### config.mk
export PLATFORM = sky130hd
export DESIGN_NAME = display_scan_bcd
export DESIGN_NICKNAME = d
export VERILOG_FILES = /design/src/rtl/display_scan_bcd.sv
export SDC_FILE = /design/constraint.sdc
export NUM_CORES = 1
export LEC_CHECK = 0
export ABC_CLOCK_PERIOD_IN_PS = 1600
export CORE_MARGIN = 4
export CORE_UTILIZATION = 30
export CTS_CLUSTER_SIZE = 28
export DETAILED_ROUTE_END_ITERATION = 8
export GPL_TIMING_DRIVEN = 0
export HOLD_SLACK_MARGIN = 0.12
export PLACE_DENSITY = 0.51
export SETUP_SLACK_MARGIN = 0.3
export SLEW_MARGIN = 20
export SYNTH_ARGS = -nofsm -noshare
export SYNTH_HDL_FRONTEND = slang
export SYNTH_SLANG_ARGS = --single-unit
export TNS_END_PERCENT = 10
### constraint.sdc
create_clock -name clk -period 1.6 [get_ports clk]
set_input_delay 0.16 -clock clk [delete_from_list [all_inputs] [get_ports clk]]
set_output_delay 0.16 -clock clk [all_outputs]
set_load 0.02 [all_outputs]
### src/rtl/display_scan_bcd.sv
// Binary-to-BCD (sequential double dabble) feeding a 4-digit common-anode scanner.
// Optional macro LEADING_ZERO_BLANK_EN turns off leading-zero digits (units never blanked).
module display_scan_bcd #(
    parameter int REFRESH_DIV = 50000
) (
    input  logic       clk,
    input  logic       rst_n,
    input  logic [7:0] dato,
    input  logic       cargar,
    output logic [3:0] bcd,
    output logic [3:0] an,
    output logic       ocupado,
    output logic       listo,
    output logic [1:0] o_dbg_state
);

    localparam int PW = $clog2(REFRESH_DIV);

    typedef enum logic [1:0] {
        S_IDLE = 2'd0,
        S_CONV = 2'd1,
        S_FIN  = 2'd2
    } state_t;

    state_t      r_state;
    state_t      w_next;
    logic [7:0]  r_shift;
    logic [11:0] r_scratch;
    logic [2:0]  r_iter;
    logic [3:0]  r_d0;
    logic [3:0]  r_d1;
    logic [3:0]  r_d2;
    logic        r_ocupado;
    logic        r_listo;
    logic [PW-1:0] r_presc;
    logic [1:0]  r_sel;

    logic [11:0] w_adj;
    logic [19:0] w_dd;
    logic [19:0] w_dd_next;
    logic        w_wrap;
    logic [3:0]  w_an_raw;
    logic        w_blank;

    // One double-dabble step: correct nibbles >= 5, then shift scratch:shift left.
    always_comb begin
        w_adj = r_scratch;
        for (int i = 0; i < 3; i++) begin
            if (r_scratch[4*i +: 4] >= 4'd5)
                w_adj[4*i +: 4] = r_scratch[4*i +: 4] + 4'd3;
        end
        w_dd      = {w_adj, r_shift};
        w_dd_next = {w_dd[18:0], 1'b0};
    end

    always_comb begin
        w_next = r_state;
        case (r_state)
            S_IDLE: if (cargar) w_next = S_CONV;
            S_CONV: if (r_iter == 3'd7) w_next = S_FIN;
            S_FIN:  w_next = S_IDLE;
            default: w_next = S_IDLE;
        endcase
    end

    always_ff @(posedge clk or negedge rst_n) begin
        if (!rst_n) r_state <= S_IDLE;
        else        r_state <= w_next;
    end

    always_ff @(posedge clk or negedge rst_n) begin
        if (!rst_n) begin
            r_shift   <= '0;
            r_scratch <= '0;
            r_iter    <= '0;
            r_d0      <= '0;
            r_d1      <= '0;
            r_d2      <= '0;
            r_ocupado <= 1'b0;
            r_listo   <= 1'b0;
        end else begin
            r_listo <= (r_state == S_FIN);
            case (r_state)
                S_IDLE: begin
                    if (cargar) begin
                        r_shift   <= dato;
                        r_scratch <= '0;
                        r_iter    <= '0;
                        r_ocupado <= 1'b1;
                    end
                end
                S_CONV: begin
                    {r_scratch, r_shift} <= w_dd_next;
                    r_iter               <= r_iter + 3'd1;
                end
                S_FIN: begin
                    r_d0      <= r_scratch[3:0];
                    r_d1      <= r_scratch[7:4];
                    r_d2      <= r_scratch[11:8];
                    r_ocupado <= 1'b0;
                end
                default: ;
            endcase
        end
    end

    // Scanner runs free of the converter; a digit dwells REFRESH_DIV cycles.
    assign w_wrap = (r_presc == PW'(REFRESH_DIV - 1));

    always_ff @(posedge clk or negedge rst_n) begin
        if (!rst_n) begin
            r_presc <= '0;
            r_sel   <= '0;
        end else if (w_wrap) begin
            r_presc <= '0;
            r_sel   <= r_sel + 2'd1;
        end else begin
            r_presc <= r_presc + PW'(1);
        end
    end

    always_comb begin
        bcd = 4'd0;
        case (r_sel)
            2'd0: bcd = r_d0;
            2'd1: bcd = r_d1;
            2'd2: bcd = r_d2;
            default: bcd = 4'd0;
        endcase
    end

    assign w_an_raw = ~(4'b0001 << r_sel);

`ifdef LEADING_ZERO_BLANK_EN
    always_comb begin
        w_blank = 1'b0;
        case (r_sel)
            2'd1: w_blank = (r_d1 == 4'd0) && (r_d2 == 4'd0);
            2'd2: w_blank = (r_d2 == 4'd0);
            2'd3: w_blank = 1'b1;
            default: w_blank = 1'b0;
        endcase
    end
`else
    assign w_blank = 1'b0;
`endif

    assign an          = w_blank ? 4'b1111 : w_an_raw;
    assign ocupado     = r_ocupado;
    assign listo       = r_listo;
    assign o_dbg_state = r_state;

endmodule

# == Word-level counts from Yosys, hierarchy flattened ==
# Cells that the tools add are included.
# word_totals
memories,0
wordCells,53
inputBits,11
out_inout_bits,12
rom_bits,0
mem_bits_rw,0
latchBits,0
reg_bits,57
# op_classes
n_bitwise,1
mul,0
n_lt_le_gt_ge,3
add_sub_neg,6
div,0
eq_ne,8
mux,16
shift,1
reduce_logical,7
# ops
op,count
$pmux W12 S2,1
$add A16 B1 Y16 const B,1
$eq A16 B16 Y1 const B,1
$mux W16,1
$pmux W8 S2,1
$ge A4 B3 Y1 const B,3
$mux W12,1
$pmux W4 S3,1
$add A4 B2 Y4 const B,2
$mux W4,2
$mux W8,1
$mux W3,2
$pmux W3 S2,1
$reduce_and A2 Y1,3
$eq A2 B1 Y1 const B,2
$eq A2 B2 Y1 const B,2
$logic_not A2 Y1,2
$mux W2,2
$ne A2 B2 Y1 const B,2
$not A4 Y4,1
$pmux W2 S2,1
$reduce_bool A2 Y1,2
$shl A1 B2 Y4 const A,1
$add A3 B1 Y3 const B,1
other kinds (5),5

# == Longest topological paths before layout ==
# Gate-level depths: netlist of run 1.
# depth
word_depth,3
depth_mapped,6
depth_no_buf,6

# == Least setup slack after synthesis of run 1 ==
# Ideal clock, no wire load.
# synth_path
kind,register to register
from,register r_presc[4]
to,register r_presc[15]
setup_time_ns,0.077
stages_incl_launch_ff,6
n_path_buf,1
setup_slack_ns,0.053
arrival_time_ns,1.470
t_required_ns,1.523
path_cell_list,dfrtp_1 -> nand3_2 -> or2_1 -> clkbuf_2 -> or4_1 -> a21oi_1
# synth_between
elab_chain_cells,2
word_cells_on_any_way,3
# synth_lines
element,line,source
start: declaration,35,logic [PW-1:0] r_presc;
start signal: assignment,118,r_presc <= r_presc + PW'(1);
$add A16 B1 Y16 / $eq A16 B16 Y1 (equally long branches),"118, 108",
$mux W16 (*),114,end else if (w_wrap) begin
# Mark *: on every way between the ends. The rest lies on a longest branch, timed or not.
# A chain may end at the register's enable or synchronous reset.

# == Worst setup path in the final report of run 1 ==
# layout_path
from,register r_sel[1]
to,output port bcd[1]
# layout_between
elab_chain_cells,2
word_cells_on_any_way,4
# layout_lines
element,line,source
start: declaration,36,logic [1:0] r_sel;
start signal: assignment,116,r_sel <= r_sel + 2'd1;
"$eq A2 B2 Y1, or another cell as far along",124,case (r_sel)
$pmux W4 S3 (*),124,
end: declaration,10,"output logic [3:0] bcd,"
# Marked as above.

==> flow_summary_export.csv, run 1 <==
group,metric,value,unit
setup_path,crit_buf_inv,2,
logic_synthesis,synthTopCellsByArea,"dfrtp_1 (53%), ha_1 (6.0%), mux2_2 (5.8%), mux2i_1 (3.3%), xnor2_1 (3.2%)",
grt,grt_pass1_vias,1953,
floorplanning,core,8763,µm²
floorplanning,die_w,103.0,µm
timing,rsz0062_at_grt,"true",
clock_tree,cts_tree,"yes",
clock_tree,clockRootBuffer,"clkbuf_8",
timing,setup_ws,-0.1094,ns
power_and_ir_drop,p_seq_share,40.7,%
routing,vias,1935,
floorplanning,dieHeight,103.0,µm
placement,dp_slack,-0.2721,ns
setup_path,path_max_fanout,5,
grt,grt_max_degree,55,
routing,avgViaCountPerCell,4.790,
setup_path,startpoint_type,"flop",
clock_tree,clk_path_buf_depth,2,
setup_path,arrival,1.55,ns
logic_synthesis,synth_top_family_by_area,"simple AND/OR/NAND/NOR gates",
grt,grt_usage,11.31,%
floorplanning,placementRows,34,
grt,antenna_found_initial,0,
logic_synthesis,syn_nets,273,
cells_and_area,syn_to_final_growth,34.13,%
power_and_ir_drop,p_comb_share,37.8,%
routing,wl_met2,2629,µm
timing,finalHoldViolations,0,
clock_tree,numCtsBuffers,9,
logic_synthesis,yosys_warnings,0,
routing,wl_per_cell,13.95,µm
logic_synthesis,async_reset_ff_share,100.0,%
run_status,violations,"negative setup slack",
cells_and_area,diodes,0,
logic_synthesis,ys_seq_elements,57,
timing,fin_skew,0.008667,ns
timing,maxSlewViolCount,0,
clock_tree,clock_latency,0.33,ns
power_and_ir_drop,p_leak,0.001607,µW
cells_and_area,layout.nets,315,
setup_path,crit_type,"flop to output pin",
placement,place.gp.congestion,0.7517,
setup_path,cp_top_family,"flip-flops",
logic_synthesis,synth-compound-area-share,9.007,%
clock_tree,clkTransAtPathRegs,0.07,ns
logic_synthesis,synth_edf_count,0,
logic_synthesis,synth_xor_area_share,6.143,%
setup_path,crit_path_top_delay_cell,"dfrtp_2",
routing,firstDrtPassIters,5,
setup_path,path_cells,"inv_2, ha_4, a222oi_1, nor2_1, buf_2",
floorplanning,ioPinCount,23,
routing,maxUsedRoutingLayer,"met4",
setup_path,critPathMaxStageDelay,0.42,ns
cells_and_area,finalInstanceArea,3633,µm²
floorplanning,fp.dieArea,10610,µm²
timing,setup_viol,5,
routing,totalWireLength,5635,µm
timing,finalCriticalPeriod,1.709,ns
job,drv_cap,0,
power_and_ir_drop,fin_total_pwr,5508,µW
logic_synthesis,yosysTopAreaCellShare,52.66,%
logic_synthesis,synth_top_flop_cell,"dfrtp_1",
logic_synthesis,synthMuxAreaShare,9.145,%
routing,drt_iter0_drc,120,
timing,period_share,106.8,%
routing,drc,0,
power_and_ir_drop,power_switching,1925,µW
placement,hpwl,3648,µm
grt,grt_remaining_overflow,0,
logic_synthesis,synthSimpleGateAreaFrac,13.39,%
hold_path,hp-class,"primary input to async pin",
routing,wl_met3,167,µm
floorplanning,start_util,30.91,%
placement,placed_area,3127,µm²
clock_tree,h-tree-depth,3,
setup_path,cp.required,1.44,ns
setup_path,cp-end-kind,"output pin",
power_and_ir_drop,ir_drop,442.5,µV
power_and_ir_drop,cellPowerDensity,1516,nW/µm²
grt,grt_first_pass_wirelength,9342,µm
cells_and_area,final_cell_mix,"dfrtp_1 (49), nand2_1 (20), nor2_1 (15)",
clock_tree,clkSinkCount,57,
logic_synthesis,seq_area_frac_synth,52.66,%
routing,ant_nets,0,
logic_synthesis,syn_inst,249,
power_and_ir_drop,swShare,34.95,%
power_and_ir_drop,clockPowerShare,21.5,%
power_and_ir_drop,internal_power,3583,µW
cells_and_area,final_core_util,41.46,%
routing,met1_length,2738,µm
cells_and_area,layout-drive-gt1-share,34.12,%
logic_synthesis,syn_area_per_cell,10.88,µm²
cells_and_area,layout.cells.most_common,"dfrtp_1",
placement,numPortBuffers,22,
logic_synthesis,synth_top_cell_by_area,"dfrtp_1",
run_status,run_status,"finished with violations",
logic_synthesis,syn-cell-area,2709,µm²
logic_synthesis,synth.distinct_cells,34,
timing,max_slew_margin,70.51,%
timing,worstMarginPinSlew,0.4418,ns
logic_synthesis,synth_fa_ha_area_share,6.005,%
timing,fmax,0.5850,GHz
==> sequential cells by signal (all words and copies together) (netlist names) <==
register,cells
r_shift,8
r_scratch,12
r_d0,4
r_iter,3
ocupado,1
r_d1,4
r_sel,2
listo,1
r_d2,4
r_presc,16
o_dbg_state,2
==> area by class of cell <==
type                    instances  area, µm²
well taps                     108      135.1
plain buffers                   9      103.9
clock inverters                 3      15.01
flip-flops and latches         57       1436
repair buffers                 31      279.0
multi-input cells             167       1443
clock buffers                  13      158.9
inverters                      16      62.56
fillers                       826       5130
==> power by group through the flow <==
stage / clock [µW] / combinational [µW] / sequential (µW)
5_1_grt: 1280 / 2300 / 2300
4_1_cts: 1230 / 1920 / 2210
6_report: 1190 / 2080 / 2240
3_5_place_dp: 0 / 1640 / 2190
3_3_place_gp: 0 / 1600 / 2190
2_1_floorplan: 0 / 1200 / 2110
==> cells in the mapped netlist (2+ instances only) <==
library cell,count
mux2_2,14
xnor2_1,10
ha_1,13
clkbuf_1,5
mux2i_1,9
nor3_1,7
a22o_1,6
a21oi_1,6
inv_1,16
nand4_1,2
nand2_1,20
o21ai_0,17
nand3_1,11
nand2b_1,4
dfrtp_1,57
o31ai_1,3
xor2_1,9
nor2b_1,2
buf_2,3
a222oi_1,4
nor2_1,18
==> metal layers <==
layer  up-vias  track usage [%]
li1        951                -
met1       945            15.08
met2        30            17.76
met3         9            1.827
met4         0            5.677
met5         -                0
==> worst paths after layout <==
path / start / end / slack (ns) / depth (start not counted)
max in group asynchronous: rst_n / r_presc[4] / 0.95 / 3
min in group clk: dato[6] / r_shift[6] / 0.48 / 3
worst min register to register: r_shift[6] / r_shift[6] / 0.48 / 2
worst max register to register: r_presc[1] / r_presc[15] / 0.04 / 5
worst max-delay path: r_sel[1] / bcd[1] / -0.11 / 5
worst min-delay path: rst_n / r_shift[4] / 0.17 / 2
==> timing repair <==
action                                  in CTS  in global routing
cloned                                       0                  0
endpoints found under the setup margin      55                 51
buffers inserted                             3                  4
pin swaps                                   13                 13
hold buffers                                 1                  0
hold endpoints to repair                    57                  0
gates resized for setup                     95                 31
==> cells by family after synthesis <==
| logic type | Yosys count |
|---|---|
| buf+inv | 25 |
| mux | 23 |
| fa+ha+maj | 13 |
| simple gates | 74 |
| compound gates | 38 |
| xor+xnor | 19 |
| flops | 57 |
==> metrics by stage <==
step / std cells / hold WS, ns / setup TNS [ns]
after global routing: 404 / 0.1706 / -1.047
after global placement: 379 / 0.4640 / -90.06
after floorplan: 249 / -0.1356 / 0
final: 404 / 0.1718 / -0.4231
after CTS: 400 / 0.1562 / -0.4946
after detailed placement: 380 / -0.02831 / -1.084
(Power assumes the default switching activity.)
==> inputs of run 2 (changes only) <==
--- a/config.mk
+++ b/config.mk
@@ -7,12 +7,12 @@
 export LEC_CHECK = 0
 export ABC_CLOCK_PERIOD_IN_PS = 1600
 export CORE_MARGIN = 4
-export CORE_UTILIZATION = 30
+export CORE_UTILIZATION = 37
 export CTS_CLUSTER_SIZE = 28
 export DETAILED_ROUTE_END_ITERATION = 8
 export GPL_TIMING_DRIVEN = 0
-export HOLD_SLACK_MARGIN = 0.12
-export PLACE_DENSITY = 0.51
+export HOLD_SLACK_MARGIN = 0.1
+export PLACE_DENSITY = 0.59
 export SETUP_SLACK_MARGIN = 0.3
 export SLEW_MARGIN = 20
 export SYNTH_ARGS = -nofsm -noshare
==> run 2 against run 1 <==
  * The flow still finishes with violations (negative setup slack)
  * Global-route usage up 2.4 points
  * Highest routed layer unchanged
  * Routed wire length down 2.3%
  * First-iteration DRC count is 50% lower
  * Setup slack improved by 0.016 ns
  * Critical endpoint is now bcd[0]
  * Final cell count stayed put
  * Largest power group unchanged
  * Total power increased by 2.9%
  * Non-clock buffer count is 12 higher
==> flow_summary_export.csv, run 2 (synthesis gave the netlist of run 1 again) <==
group,metric,value,unit
run_status,run_status,"finished with violations",
run_status,violations,"negative setup slack",
clock_tree,clockRootBuffer,"clkbuf_8",
setup_path,arrival,1.53,ns
timing,setup_viol,4,
timing,fmax,0.5906,GHz
power_and_ir_drop,cellPowerDensity,1488,nW/µm²
routing,wl_per_cell,13.63,µm
floorplanning,start_util,39.01,%
floorplanning,core,6944,µm²
routing,ant_nets,0,
cells_and_area,diodes,0,
setup_path,crit_path_top_delay_cell,"dfrtp_1",
placement,place.gp.congestion,0.7237,
routing,firstDrtPassIters,5,
clock_tree,clkTransAtPathRegs,0.07,ns
routing,vias,1992,
clock_tree,clk_path_buf_depth,2,
grt,grt_usage,13.71,%
timing,fin_skew,0.01176,ns
cells_and_area,final_cell_mix,"dfrtp_1 (45), buf_4 (21), nand2_1 (19)",
clock_tree,h-tree-depth,3,
setup_path,startpoint_type,"flop",
cells_and_area,layout.cells.most_common,"dfrtp_1",
setup_path,critPathMaxStageDelay,0.38,ns
cells_and_area,reg.largest.list,"r_presc x16, r_scratch x12, r_shift x8",
timing,setup_ws,-0.09318,ns
grt,grt_pass1_vias,1948,
setup_path,path_cells,"inv_2, ha_4, a222oi_1, nor2_1, buf_2",
setup_path,path_max_fanout,5,
timing,max_slew_margin,79.70,%
timing,finalSetupTns,-0.2794,ns
hold_path,hp-class,"primary input to async pin",
clock_tree,numCtsBuffers,9,
clock_tree,clkSinkCount,57,
floorplanning,placementRows,30,
cells_and_area,largest_register,"r_presc",
routing,drt_iter0_drc,60,
timing,finalCriticalPeriod,1.693,ns
power_and_ir_drop,ir_drop,617.5,µV
timing,worstMarginPinSlew,0.3024,ns
floorplanning,ioPinCount,23,
clock_tree,cts_tree,"yes",
setup_path,rr_worst_depth,5,
cells_and_area,layout.nets,327,
cells_and_area,layout-drive-gt1-share,41.23,%
clock_tree,clock_latency,0.33,ns
setup_path,r2r-end,"r_presc[15]",
floorplanning,dieHeight,93.57,µm
power_and_ir_drop,p_leak,0.001699,µW
floorplanning,die_w,93.57,µm
setup_path,crit_type,"flop to output pin",
grt,antenna_found_initial,0,
placement,numPortBuffers,22,
routing,totalWireLength,5508,µm
cells_and_area,syn_to_final_growth,40.69,%
cells_and_area,largest_reg_flops,16,
setup_path,cp.required,1.44,ns
timing,rsz0062_at_grt,"true",
timing,finalHoldViolations,0,
timing,hold_slack,0.2486,ns
grt,grt_first_pass_wirelength,9356,µm
setup_path,cp-end-kind,"output pin",
routing,drc,0,
placement,hpwl,3491,µm
grt,grt_remaining_overflow,0,
timing,maxSlewViolCount,0,
grt,grt_max_degree,38,
floorplanning,fp.dieArea,8754,µm²
cells_and_area,nFillCells,597,
routing,avgViaCountPerCell,4.931,
setup_path,reg2reg_from,"r_presc[1]",
timing,period_share,105.8,%
job,drv_cap,0,
setup_path,regToRegSetupSlack,0.02,ns
-- run 2: changes by cell type in the layout (fill, tap and decap cells not counted), sizes merged --
cell,previous run,this run
bufinv,0,2
clkdlybuf4s15,1,0
buf,22,36
clkbuf,17,15
dlygate4sd2,3,2
-- run 2: repair_timing --
item,4_1_cts,5_1_grt
endpoints found under the hold margin,57,0
hold buffers,1,0
gates resized for setup,90,65
endpoints found under the setup margin,55,53
setup buffers,3,16
pin swaps,13,24
-- run 2: metal layers --
layer | track usage, % | vias to the layer above | part of all wire, %
met3 | 3.298 | 12 | 3.7
met2 | 19.00 | 35 | 47
met5 | 0 | - | 0
met1 | 19.49 | 972 | 46
met4 | 7.581 | 0 | 2.6
li1 | - | 973 | -
-- run 2: worst max-delay path, delay by kind of cell, from the launching register on --
kind,cells,cell delay (ns)
AO/OA/AOI/OAI,1,0.33
flip-flops,1,0.38
AND/OR/NAND/NOR,1,0.07
buffers and inverters,2,0.25
adder cells (fa/ha/maj),1,0.18
-- run 2: power by group --
group	internal (µW)	leakage [µW]	total, µW	switching (µW)
clock network	917	0.000113	1490	575
logic	1030	0.000863	1950	922
registers	1850	0.000723	2230	383
-- run 2: worst max-delay path by stage --
stage                           to  startpoint  slack, ns
floorplan              r_presc[15]  r_presc[2]       0.16
global placement    o_dbg_state[1]       rst_n      -1.65
detailed placement          bcd[0]    r_sel[0]      -0.24
CTS                         bcd[1]    r_sel[1]      -0.11
global route                bcd[0]    r_sel[0]      -0.22
finish                      bcd[0]    r_sel[0]      -0.09
-- run 2: area by class of cell --
cell class / count / area [µm²] / area share [%]
multi-input cells: 167 / 1500 / 39.36
flip-flops and latches: 57 / 1441 / 37.82
repair buffers: 43 / 369.1 / 9.685
clock buffers: 11 / 141.4 / 3.710
well taps: 96 / 120.1 / 3.152
plain buffers: 9 / 97.59 / 2.561
clock inverters: 5 / 78.83 / 2.068
inverters: 16 / 62.56 / 1.641
-- run 2: metrics by stage --
stage	total power [µW]	util (%)	area, µm²	worst slack (ns)	cells
floorplan	3304	-	2746	0.1567	249
global placement	3764	44.45	3087	-1.653	367
detailed placement	3812	44.70	3104	-0.2445	368
CTS	5629	50.70	3521	-0.1054	388
global route	6116	54.88	3811	-0.2191	404
finish	5670	54.88	3811	-0.09318	404
==> inputs of run 3 (changes only) <==
--- a/config.mk
+++ b/config.mk
@@ -6,6 +6,7 @@
 export NUM_CORES = 1
 export LEC_CHECK = 0
 export ABC_CLOCK_PERIOD_IN_PS = 1600
+export CORE_ASPECT_RATIO = 1.5
 export CORE_MARGIN = 4
 export CORE_UTILIZATION = 37
 export CTS_CLUSTER_SIZE = 28
==> run 3 against run 2 <==
  * The flow still finishes with violations (negative setup slack)
  * Critical path depth unchanged
  * Combinational power increased by 10%
  * Register-to-register slack improved by 0.05 ns
  * Cell area is 1.2% higher
  * Worst hold slack lost 0.033 ns
  * Non-clock buffer count down 5
  * Critical path type unchanged
  * Largest power group unchanged
==> flow_summary_export.csv, run 3 (synthesis gave the netlist of run 1 again) <==
group,metric,value,unit
run_status,run_status,"finished with violations",
run_status,violations,"negative setup slack",
clock_tree,numCtsBuffers,9,
grt,grt_first_pass_wirelength,9045,µm
setup_path,arrival,1.55,ns
power_and_ir_drop,p_comb_share,37.5,%
clock_tree,clock_latency,0.33,ns
power_and_ir_drop,p_seq_share,39.0,%
power_and_ir_drop,internal_power,3698,µW
power_and_ir_drop,clockPowerShare,23.5,%
power_and_ir_drop,power_switching,2036,µW
routing,vias,1985,
clock_tree,cts_tree,"yes",
grt,grt_max_degree,43,
cells_and_area,layout-drive-gt1-share,44.88,%
routing,avgViaCountPerCell,4.963,
routing,totalWireLength,5667,µm
placement,placed_area,3105,µm²
cells_and_area,syn_to_final_growth,42.45,%
grt,grt_pass1_vias,1891,
routing,wl_per_cell,14.17,µm
setup_path,cp-end-kind,"output pin",
cells_and_area,finalInstanceArea,3859,µm²
clock_tree,clkSinkCount,57,
routing,ant_nets,0,
floorplanning,core,6990,µm²
timing,rsz0062_at_grt,"true",
setup_path,crit_start,"r_sel[0]",
floorplanning,start_util,38.75,%
hold_path,hp-class,"primary input to async pin",
timing,period_share,106.9,%
clock_tree,clockRootBuffer,"clkbuf_8",
cells_and_area,layout.cells.most_common,"dfrtp_1",
floorplanning,dieHeight,112.8,µm
power_and_ir_drop,cellPowerDensity,1486,nW/µm²
placement,numPortBuffers,22,
grt,grt_remaining_overflow,0,
cells_and_area,reg.largest.list,"r_presc x16, r_scratch x12, r_shift x8",
timing,finalHoldViolations,0,
timing,max_slew_margin,72.84,%
timing,hold_slack,0.2160,ns
timing,setup_viol,4,
routing,drt_iter0_drc,128,
clock_tree,clk_path_buf_depth,2,
clock_tree,h-tree-depth,3,
floorplanning,placementRows,37,
timing,fin_skew,0.009729,ns
grt,grt_usage,12.99,%
placement,place.gp.congestion,0.7706,
placement,hpwl,3561,µm
placement,dp_cells,369,
setup_path,crit_type,"flop to output pin",
power_and_ir_drop,p_leak,0.001645,µW
timing,setup_ws,-0.1102,ns
setup_path,startpoint_type,"flop",
cells_and_area,largest_reg_flops,16,
timing,fmax,0.5847,GHz
timing,maxSlewViolCount,0,
power_and_ir_drop,swShare,35.51,%
cells_and_area,final_core_util,55.20,%
cells_and_area,instances_no_fill,400,
setup_path,reg2reg_from,"r_presc[0]",
floorplanning,fp.dieArea,8782,µm²
power_and_ir_drop,ir_drop,1096,µV
floorplanning,ioPinCount,23,
timing,finalCriticalPeriod,1.710,ns
setup_path,regToRegSetupSlack,0.07,ns
grt,antenna_found_initial,0,
setup_path,path_max_fanout,5,
cells_and_area,layout.nets,322,
cells_and_area,diodes,0,
clock_tree,clkTransAtPathRegs,0.08,ns
placement,dp_slack,-0.2749,ns
timing,worstMarginPinSlew,0.4070,ns
routing,firstDrtPassIters,4,
job,drv_cap,0,
floorplanning,die_w,77.86,µm
cells_and_area,largest_register,"r_presc",
setup_path,cp.required,1.44,ns
routing,drc,0,
cells_and_area,final_cell_mix,"dfrtp_1 (42), nand2_1 (19), buf_4 (16)",
[run 3: final cells by class]
type | instances | area [µm²]
Fill cell | 593 | 3132
Multi-Input combinational cell | 167 | 1579
Sequential cell | 57 | 1445
Timing Repair Buffer | 38 | 339.1
Clock buffer | 9 | 123.9
Tap cell | 97 | 121.4
Buffer | 9 | 106.4
Clock inverter | 7 | 78.83
Inverter | 16 | 65.06
[run 3: worst paths after layout]
kind / end / depth (start not counted)
max: bcd[3] / 5
min: r_scratch[11] / 2
max reg2reg: r_presc[15] / 5
min reg2reg: r_shift[7] / 2
max in group asynchronous: r_presc[2] / 3
min in group clk: r_shift[6] / 3
[run 3: repair_timing]
action | CTS | global route
buffers inserted | 1 | 13
endpoints found under the setup margin | 56 | 54
hold endpoints to repair | 57 | 0
pin swaps | 25 | 38
hold buffers | 1 | 0
gates resized for setup | 101 | 71
[run 3: metal layers]
layer / global-route usage [%] / wire length, µm
met1: 15.81 / 2529
met3: 2.627 / 167
met2: 22.08 / 2893
met5: 0 / 0
met4: 5.701 / 76
[run 3: power by group through the flow]
stage,Clock (µW),Sequential (µW),Combinational [µW]
global placement,0,2180,1580
finish,1350,2240,2150
global route,1450,2290,2360
floorplan,0,2110,1200
CTS,1380,2210,1950
detailed placement,0,2190,1620
[run 3: critical path, stage by stage, from the launching register on]
cell	delay [ns]
dfrtp_1	0.40
buf_4	0.15
ha_4	0.17
a222oi_1	0.26
nor2_1	0.07
buf_4	0.16
[run 3: stage by stage]
stage	power [µW]	setup TNS, ns
2_1_floorplan	3304	0
3_3_place_gp	3757	-85.49
3_5_place_dp	3805	-1.060
4_1_cts	5538	-0.5629
5_1_grt	6097	-0.7739
6_report	5734	-0.3965
